### config.mk
export PLATFORM = sky130hd
export DESIGN_NAME = lcd_hex_printer_flat
export DESIGN_NICKNAME = d
export VERILOG_FILES = /design/src/rtl/lcd_hex_printer_if.sv /design/src/rtl/lcd_hex_printer.sv /design/src/flat_wrapper.sv
export SDC_FILE = /design/constraint.sdc
export NUM_CORES = 1
export LEC_CHECK = 0
export BUFFER_PORTS_ARGS = -buffer_cell sky130_fd_sc_hd__buf_2
export CORE_ASPECT_RATIO = 1.25
export CORE_UTILIZATION = 54
export DETAILED_ROUTE_END_ITERATION = 8
export PLACE_DENSITY = 0.88
export SYNTH_ARGS = -nofsm -noshare
export SYNTH_HDL_FRONTEND = slang
export SYNTH_SLANG_ARGS = --single-unit
### constraint.sdc
create_clock -name clk -period 5.3 [get_ports clk]
set_input_delay 0.795 -clock clk [delete_from_list [all_inputs] [get_ports clk]]
set_output_delay 0.795 -clock clk [all_outputs]
set_load 0.01 [all_outputs]
### src/rtl/lcd_hex_printer_if.sv
// Handshake bundle between the binary-to-hex stage (master) and the LCD printer (slave).
// hex_ready is a level held until print_done is seen; print_done is held until hex_ready is seen low.
interface lcd_hex_printer_if;
  logic [127:0] hex_in;
  logic         hex_ready;
  logic         print_done;

  modport master (output hex_in, output hex_ready, input print_done);
  modport slave  (input hex_in, input hex_ready, output print_done);
endinterface

### src/rtl/lcd_hex_printer.sv
// Prints a latched 16-character string on LCD row 1 over the HD44780 4-bit bus,
// including power-up initialisation and all nibble/byte timing.
module lcd_hex_printer #(
  parameter int POWERUP_CYC    = 750000,
  parameter int INIT_LONG_CYC  = 205000,
  parameter int INIT_SHORT_CYC = 5000,
  parameter int SETUP_CYC      = 2,
  parameter int E_PULSE_CYC    = 12,
  parameter int NIBBLE_GAP_CYC = 50,
  parameter int CMD_WAIT_CYC   = 2000,
  parameter int CLEAR_WAIT_CYC = 82000
) (
  input  logic             clk,
  input  logic             rst,
  lcd_hex_printer_if.slave hex,
  output logic             init_done,
  output logic [3:0]       lcd_d,
  output logic             lcd_e,
  output logic             lcd_rs,
  output logic             lcd_rw,
  output logic [2:0]       fsm_state
);

  localparam logic [2:0] PWR_WAIT = 3'd0;
  localparam logic [2:0] INIT     = 3'd1;
  localparam logic [2:0] IDLE     = 3'd2;
  localparam logic [2:0] LATCH    = 3'd3;
  localparam logic [2:0] SEND     = 3'd4;
  localparam logic [2:0] DONE     = 3'd5;

  localparam logic [1:0] P_HI   = 2'd0;
  localparam logic [1:0] P_LO   = 2'd1;
  localparam logic [1:0] P_WAIT = 2'd2;

  localparam int SLOT_CYC = SETUP_CYC + E_PULSE_CYC + NIBBLE_GAP_CYC;

  function automatic int max2(input int a, input int b);
    return (a > b) ? a : b;
  endfunction

  localparam int MAX_CYC = max2(max2(max2(POWERUP_CYC, INIT_LONG_CYC),
                                     max2(INIT_SHORT_CYC, CMD_WAIT_CYC)),
                                max2(CLEAR_WAIT_CYC, SLOT_CYC));
  localparam int CNT_W = $clog2(MAX_CYC + 1);

  localparam logic [CNT_W-1:0] PWR_LAST   = CNT_W'(POWERUP_CYC - 1);
  localparam logic [CNT_W-1:0] LONG_LAST  = CNT_W'(INIT_LONG_CYC - 1);
  localparam logic [CNT_W-1:0] SHORT_LAST = CNT_W'(INIT_SHORT_CYC - 1);
  localparam logic [CNT_W-1:0] CMD_LAST   = CNT_W'(CMD_WAIT_CYC - 1);
  localparam logic [CNT_W-1:0] CLEAR_LAST = CNT_W'(CLEAR_WAIT_CYC - 1);
  localparam logic [CNT_W-1:0] SLOT_LAST  = CNT_W'(SLOT_CYC - 1);
  localparam logic [CNT_W-1:0] E_ON       = CNT_W'(SETUP_CYC);
  localparam logic [CNT_W-1:0] E_OFF      = CNT_W'(SETUP_CYC + E_PULSE_CYC);

  // Init steps 0..3 are single nibbles (only the high half is sent); 4..7 are full command bytes.
  function automatic logic [7:0] init_byte(input logic [2:0] stp);
    case (stp)
      3'd3:    return 8'h20;
      3'd4:    return 8'h28;
      3'd5:    return 8'h06;
      3'd6:    return 8'h0C;
      3'd7:    return 8'h01;
      default: return 8'h30;
    endcase
  endfunction

  function automatic logic [CNT_W-1:0] wait_last(input logic [2:0] st, input logic [2:0] stp);
    if (st == SEND) return CMD_LAST;
    case (stp)
      3'd0:    return LONG_LAST;
      3'd1:    return SHORT_LAST;
      3'd7:    return CLEAR_LAST;
      default: return CMD_LAST;
    endcase
  endfunction

  logic [2:0]       state, nxt_state;
  logic [2:0]       step, nxt_step;
  logic [1:0]       part, nxt_part;
  logic             cmd_phase, nxt_cmd_phase;
  logic [3:0]       char_idx, nxt_char_idx;
  logic [CNT_W-1:0] cnt, nxt_cnt, limit;
  logic             done_flag, nxt_done_flag, nxt_init_done;
  logic             latch_en, nib_only;
  logic [127:0]     text;
  logic [3:0]       rev_idx;
  logic [7:0]       nxt_byte;
  logic [4:0]       nxt_bus;
  logic             nxt_in_slot;

  always_comb begin
    nxt_state     = state;
    nxt_step      = step;
    nxt_part      = part;
    nxt_cmd_phase = cmd_phase;
    nxt_char_idx  = char_idx;
    nxt_cnt       = cnt + 1'b1;
    nxt_done_flag = done_flag;
    nxt_init_done = init_done;
    latch_en      = 1'b0;
    nib_only      = (state == INIT) && !step[2];
    limit         = (part == P_WAIT) ? wait_last(state, step) : SLOT_LAST;
    case (state)
      PWR_WAIT: begin
        if (cnt == PWR_LAST) begin
          nxt_state = INIT;
          nxt_step  = '0;
          nxt_part  = P_HI;
          nxt_cnt   = '0;
        end
      end
      INIT, SEND: begin
        if (cnt == limit) begin
          nxt_cnt = '0;
          if (part == P_HI) begin
            nxt_part = nib_only ? P_WAIT : P_LO;
          end else if (part == P_LO) begin
            nxt_part = P_WAIT;
          end else begin
            nxt_part = P_HI;
            if (state == INIT) begin
              if (step == 3'd7) begin
                nxt_state     = IDLE;
                nxt_init_done = 1'b1;
              end else begin
                nxt_step = step + 3'd1;
              end
            end else if (cmd_phase) begin
              nxt_cmd_phase = 1'b0;
            end else if (char_idx == 4'd15) begin
              // Completion is tied to char 15's wait, not to the index wrapping.
              nxt_state     = DONE;
              nxt_done_flag = 1'b1;
            end else begin
              nxt_char_idx = char_idx + 4'd1;
            end
          end
        end
      end
      IDLE: begin
        nxt_cnt = '0;
        if (hex.hex_ready && !done_flag) begin
          latch_en  = 1'b1;
          nxt_state = LATCH;
        end
      end
      LATCH: begin
        nxt_state     = SEND;
        nxt_cmd_phase = 1'b1;
        nxt_char_idx  = '0;
        nxt_part      = P_HI;
        nxt_cnt       = '0;
      end
      DONE: begin
        nxt_cnt = '0;
        if (!hex.hex_ready) begin
          nxt_done_flag = 1'b0;
          nxt_state     = IDLE;
        end
      end
      default: begin
        nxt_state = PWR_WAIT;
        nxt_cnt   = '0;
      end
    endcase
  end

  // Bus outputs are registered from the upcoming state so they change exactly at slot boundaries.
  always_comb begin
    rev_idx     = 4'd15 - nxt_char_idx;
    nxt_in_slot = ((nxt_state == INIT) || (nxt_state == SEND)) && (nxt_part != P_WAIT);
    if (nxt_state == INIT)  nxt_byte = init_byte(nxt_step);
    else if (nxt_cmd_phase) nxt_byte = 8'h80;
    else                    nxt_byte = text[{rev_idx, 3'b000} +: 8];
    nxt_bus = {(nxt_state == SEND) && !nxt_cmd_phase,
               (nxt_part == P_HI) ? nxt_byte[7:4] : nxt_byte[3:0]};
  end

  always_ff @(posedge clk) begin
    if (rst) begin
      state     <= PWR_WAIT;
      step      <= '0;
      part      <= P_HI;
      cmd_phase <= 1'b0;
      char_idx  <= '0;
      cnt       <= '0;
      done_flag <= 1'b0;
      init_done <= 1'b0;
      text      <= '0;
      lcd_e     <= 1'b0;
      lcd_rs    <= 1'b0;
      lcd_d     <= 4'h0;
    end else begin
      state     <= nxt_state;
      step      <= nxt_step;
      part      <= nxt_part;
      cmd_phase <= nxt_cmd_phase;
      char_idx  <= nxt_char_idx;
      cnt       <= nxt_cnt;
      done_flag <= nxt_done_flag;
      init_done <= nxt_init_done;
      if (latch_en) text <= hex.hex_in;
      lcd_e <= nxt_in_slot && (nxt_cnt >= E_ON) && (nxt_cnt < E_OFF);
      if (nxt_in_slot && (nxt_cnt == '0)) begin
        lcd_rs <= nxt_bus[4];
        lcd_d  <= nxt_bus[3:0];
      end
    end
  end

  assign hex.print_done = done_flag;
  assign lcd_rw         = 1'b0;
  assign fsm_state      = state;

endmodule

### src/flat_wrapper.sv
// flat-port wrapper written by rule: the top's interface ports become plain ports
module lcd_hex_printer_flat 
#(
  parameter int POWERUP_CYC    = 750000,
  parameter int INIT_LONG_CYC  = 205000,
  parameter int INIT_SHORT_CYC = 5000,
  parameter int SETUP_CYC      = 2,
  parameter int E_PULSE_CYC    = 12,
  parameter int NIBBLE_GAP_CYC = 50,
  parameter int CMD_WAIT_CYC   = 2000,
  parameter int CLEAR_WAIT_CYC = 82000
)
  (clk, rst, init_done, lcd_d, lcd_e, lcd_rs, lcd_rw, fsm_state, hex_hex_in, hex_hex_ready, hex_print_done);
  lcd_hex_printer_if hex_i ();
  input  logic clk;
  input  logic rst;
  output logic init_done;
  output logic [3:0] lcd_d;
  output logic lcd_e;
  output logic lcd_rs;
  output logic lcd_rw;
  output logic [2:0] fsm_state;
  input wire logic [$bits(hex_i.hex_in)-1:0] hex_hex_in;
  input wire logic [$bits(hex_i.hex_ready)-1:0] hex_hex_ready;
  output wire logic [$bits(hex_i.print_done)-1:0] hex_print_done;
  assign hex_i.hex_in = hex_hex_in;
  assign hex_i.hex_ready = hex_hex_ready;
  assign hex_print_done = hex_i.print_done;
  lcd_hex_printer #(.POWERUP_CYC(POWERUP_CYC), .INIT_LONG_CYC(INIT_LONG_CYC), .INIT_SHORT_CYC(INIT_SHORT_CYC), .SETUP_CYC(SETUP_CYC), .E_PULSE_CYC(E_PULSE_CYC), .NIBBLE_GAP_CYC(NIBBLE_GAP_CYC), .CMD_WAIT_CYC(CMD_WAIT_CYC), .CLEAR_WAIT_CYC(CLEAR_WAIT_CYC)) u_core (.clk(clk), .rst(rst), .hex(hex_i), .init_done(init_done), .lcd_d(lcd_d), .lcd_e(lcd_e), .lcd_rs(lcd_rs), .lcd_rw(lcd_rw), .fsm_state(fsm_state));
endmodule
==> results <==
- The flow ran to the end, and the final reports show no timing, DRC or antenna violations.
- The global-route met3 utilization is 0.0531.
- After synthesis the cells add up to between 0.008 and 0.009 mm².
- The maximum clock frequency is 0.209 GHz.
- By instance count, the leading cell after synthesis is nand2_1.
- The number of stages on the worst setup path is 14.
- At the worst endpoint, the arrival time is 5.06 ns.
- For this run, the total global-route usage over all layers was measured as 0.304.
- The beginning of the worst hold path is u_core.text[30]$_SDFFE_PP0P_.
- The share of total power in the clock network is 0.472.
- The required time of the critical path is 5.58 ns.
- The initial antenna violation count is 1.
- Setup repair after global routing left no endpoint under its margin.
- The static leakage power is between 3 and 4 nW.
- The predominant post-synthesis flop cell is dfxtp_1.
- The critical path's top delay family is compound AO/OA/AOI/OAI gates.
- The tree built by TritonCTS fans out to 169 sinks.
- The power per cell area is 258 mW/mm².
- In the finished design, the share of the clock period the worst path needs comes to 0.902.
- Yosys attributes the largest share of cell area to dfxtp_1 (39%), nand2_1 (14%), a21oi_1 (8.4%).
- In this run the horizontal extent of the chip is 115 µm.
- The layout net count is 1373.
- Following the worst setup path forward leads to its endpoint at u_core.lcd_d[0]$_SDFFE_PP0P_.
- The worst clock skew is 0.00897 ns.
- The number of buffers and inverters on the critical path is 2.
- The later pin in the worst-skew pair is clocked with a latency of 0.43 ns.
- The remaining routing DRC violations is 0.
- Setup violations remaining at the end of the flow were counted as 0.
- The final antenna-violating net count is 0.
- After detailed routing, the total wire length is 24600 µm.
- Summing over every cut layer, the via total after detailed routing is between 8000 and 9000.
- After the flow finishes, the layout carries non-filler instances totaling 1463.
- For this run, the register share of the synthesized area comes to 0.389.
- In the global route stage, met2 resource usage came out at 0.519.
- The final-report max-slew violation count is 0.
- The count of flip-flops with a built-in enable after synthesis is 0.
- The total placed instance area is about 0.0094 mm².
- The number of nets produced by synthesis is 1292.
- The buffer cell driving the clock tree root is clkbuf_16.
- Port buffering added 141 buffers.
- The clock tree synthesis step divided the H-tree into 4 levels.
- Of the cells placed in the final design, the portion with a size suffix greater than 1 is 0.160.
- The count of pins on the block boundary is 143.
- After routing the design area is 0.0100 mm².
- The area of the die is 0.0166 mm².
- The number of violations of the max-capacitance limit is 0.
- The number of iterations in the first detailed-routing pass is 7.
- The area growth from synthesis to layout is 15.2%.
- The worst pin sits at a relative slew slack of 0.338.
- After synthesis, the share of cell area in mux cells is 0.0740.
- The total overflow left after global routing is 0.
- The largest fanout on the critical path is 21.
- The category of the most critical setup path is flip-flop to flip-flop.
- The net switching power of the design is 583 µW.
- Of the total synthesized cell area, the portion taken by AND, OR, NAND and NOR gates is 0.262.
- The internal power consumption is 2.00 mW.
- Across the VDD grid, the largest voltage drop is 0.000220 V.
- For the final routed database, the setup TNS stands at 0 ns.
- After clock tree synthesis, the clock-pin slew on the worst setup and hold paths is 0.07 ns.
- Of the total synthesized cell area, the portion taken by XOR and XNOR cells is 0.0272.
- The signal on the critical path passes through inv_1 > ha_1 > or3b_1 > or3_1 > a2111oi_2 > o221ai_1 > or4_1 > a211o_1 > buf_4 > and2_1 > a2111oi_0 > nor4_1 > a211oi_1 > o41ai_2.
- The routed design could run at a clock period as short as 4.78 ns.
- The total area inside the core boundary comes to between 0.015 and 0.02 mm².
- Summing all multi-input logic gate instances after layout gives 0.00487 mm².
- Across all hold checks on the routed design, the worst slack comes to 0.454 ns.
- The power share of the combinational group is 0.033.
- The actual transition at the worst max-transition pin is 0.989 ns.
- The TritonCTS clock tree is built.
- The number of endpoints with negative hold slack in the final report is 0.
- STA classifies the critical path endpoint as a flip-flop.
- The critical path starts at u_core.step[0]$_SDFF_PP0_.
- In the final routed layout, each cell accounts on average for 16.8 µm.
- Of the total synthesized cell area, the portion taken by full adders, half adders and majority gates is 0.00720.
- The layer carrying the most global-route usage is met2.
- The row count is 51.
- Synthesis produced 1156 cells.
- The number of setup buffers added after CTS is 0.
- Using the TritonRoute via totals, the vias-per-cell ratio works out to 5.96.
- Measured in cells, the most critical reg-to-reg path has a length of 14.
- The longest clock path from root to sink contains 2 buffers.
- The count of routing violations after the opening detailed-route iteration is ~800.
- The number of register bits inferred by synthesis is around 170.
- The kind of path behind the tightest hold check is flip-flop to flip-flop.
- The delay of the slowest critical-path stage is roughly 0.71 ns.
- Of the post-synthesis cell area, the dominant cell type holds 0.389.
- Entering global routing, the biggest net connects ~90 pins.
- The TritonCTS buffer count is 17.
- The worst reg-to-reg setup slack is 0.52 ns.
- The number of warning messages in the yosys log is 0.
- The floorplan die height is 144 µm.
- The per-instance average area after synthesis is 7.51 µm².
- The number of placed instances, taps included, is 1430.
- The area fraction in compound gates after synthesis is 0.187.
- For this design, the CTS-stage hold fixing added 0 buffers.
- The largest individual stage delay along the critical path comes from the cell or4_1.
- Counting instances in the post-synthesis netlist gives the leading cell types as nand2_1 (319), dfxtp_1 (169), a21oi_1 (145).
- The count of different cell masters after synthesis is 72.
- The kind of start point of the critical path is a flip-flop.
- The via count of the first global-routing pass is roughly 8100.
- The initial standard-cell utilization of the core is 0.556.
- The proportion of register bits with asynchronous set or reset after synthesis is 0.
- The synthesized design spends more area on one cell type than any other, namely dfxtp_1.
- The number of gates resized after CTS was 0.
- Registers take 0.00338 mm².
- Of the total power, the share spent switching nets is 0.226.
- Of the total power, registers draw 0.494.
- After synthesis, the largest family of logic cells by area is simple AND/OR/NAND/NOR gates.
- The filler cells instantiated in the layout total 1321.
- The first global-routing pass estimated about 39000 µm of wire.
- At the end of routability-driven placement, the weighted congestion stood at between 0.9 and 1.
- The end of the worst register-to-register path is u_core.lcd_d[0]$_SDFFE_PP0P_.
- After legalization and detailed placement, the total HPWL measured 17500 µm.
- The final design utilization is 0.640.
- For met1 alone, demand over resource in global routing was 0.347.
- The startpoint of the worst register-to-register path is u_core.step[0]$_SDFF_PP0_.
## metrics by stage
step	power, mW	setup slack [ns]
finish	2.58	0.519
detailed placement	1.39	0.612
global route	2.65	0.133
global placement	1.39	0.706
CTS	2.59	0.602
floorplan	1.34	1.21
## worst min-delay path by stage
stage	to	cells past startpoint
finish	u_core.text[30]$_SDFFE_PP0P_	2
floorplan	u_core.text[124]$_SDFFE_PP0P_	2
detailed placement	u_core.text[30]$_SDFFE_PP0P_	2
global placement	u_core.text[21]$_SDFFE_PP0P_	2
global route	u_core.text[30]$_SDFFE_PP0P_	2
CTS	u_core.text[30]$_SDFFE_PP0P_	2
## registers in the layout, indices dropped and copies added (netlist names), 2 cells and up
name,flops
u_core.text,128
u_core.cnt,20
u_core.char_idx,4
u_core.lcd_d,4
u_core.fsm_state,3
u_core.step,3
u_core.part,2
## per-layer routing
layer  share of wire  wire [µm]  up-vias
met5               0          0        -
met1            0.39       9680     4058
li1                -          -     4155
met4           0.054       1340        0
met2            0.49      12100      395
met3           0.059       1440      109
## worst reg2reg max path, delay by kind of cell, from the launching register on
family | cells | cell delay (ns)
adders and majority gates | 1 | 0.27
DFF | 1 | 0.42
buffers and inverters | 2 | 0.37
AOI/OAI and AO/OA | 6 | 1.84
and+or+nand+nor | 5 | 1.75
## cell type report
class,count,area share
Inverter,18,0.00675
Clock buffer,22,0.0464
Antenna cell,1,0.000250
Clock inverter,10,0.0111
Tap cell,212,0.0265
Sequential cell,169,0.338
Multi-Input combinational cell,873,0.486
Timing Repair Buffer,158,0.0847
## power groups by stage
| stage | Clock [mW] | Sequential [mW] | Combinational [mW] |
|---|---|---|---|
| floorplan | 0 | 1.30 | 0.0332 |
| global placement | 0 | 1.30 | 0.0836 |
| detailed placement | 0 | 1.30 | 0.0844 |
| CTS | 1.23 | 1.28 | 0.0851 |
| global route | 1.28 | 1.28 | 0.0947 |
| finish | 1.22 | 1.28 | 0.0856 |
## logic make-up (layout without fill, tap and decap cells)
| group | after synthesis | in the layout |
|---|---|---|
| other | 1 | 2 |
| muxes | 64 | 64 |
| xor gates and xnor gates | 27 | 27 |
| AOI/OAI and AO/OA | 260 | 260 |
| DFF | 169 | 169 |
| buffers and inverters | 114 | 208 |
| adders and majority gates | 5 | 5 |
| and+or+nand+nor | 516 | 516 |
## placed cells by master (no fill, tap or decap), drive strengths merged, types with 3 or more instances in the layout
| master | instances |
|---|---|
| a2111oi | 8 |
| a221oi | 3 |
| nand2b | 7 |
| ha | 5 |
| nor3 | 19 |
| dfxtp | 169 |
| nand4 | 7 |
| nand3 | 22 |
| o31ai | 8 |
| a311oi | 5 |
| a211oi | 12 |
| or3 | 11 |
| nor4 | 14 |
| and2 | 5 |
| nand3b | 4 |
| clkbuf | 22 |
| clkinv | 6 |
| o21ai | 18 |
| a31oi | 12 |
| o21a | 5 |
| mux2i | 62 |
| and4 | 4 |
| o2111ai | 4 |
| a211o | 3 |
| xnor2 | 15 |
| nand2 | 319 |
| nor2 | 67 |
| or4 | 5 |
| inv | 21 |
| o211ai | 8 |
| buf | 158 |
| nor2b | 8 |
| a21oi | 145 |
| xor2 | 12 |
| and3 | 14 |
| a311o | 3 |
No activity file was read; power rests on OpenSTA's default activity.
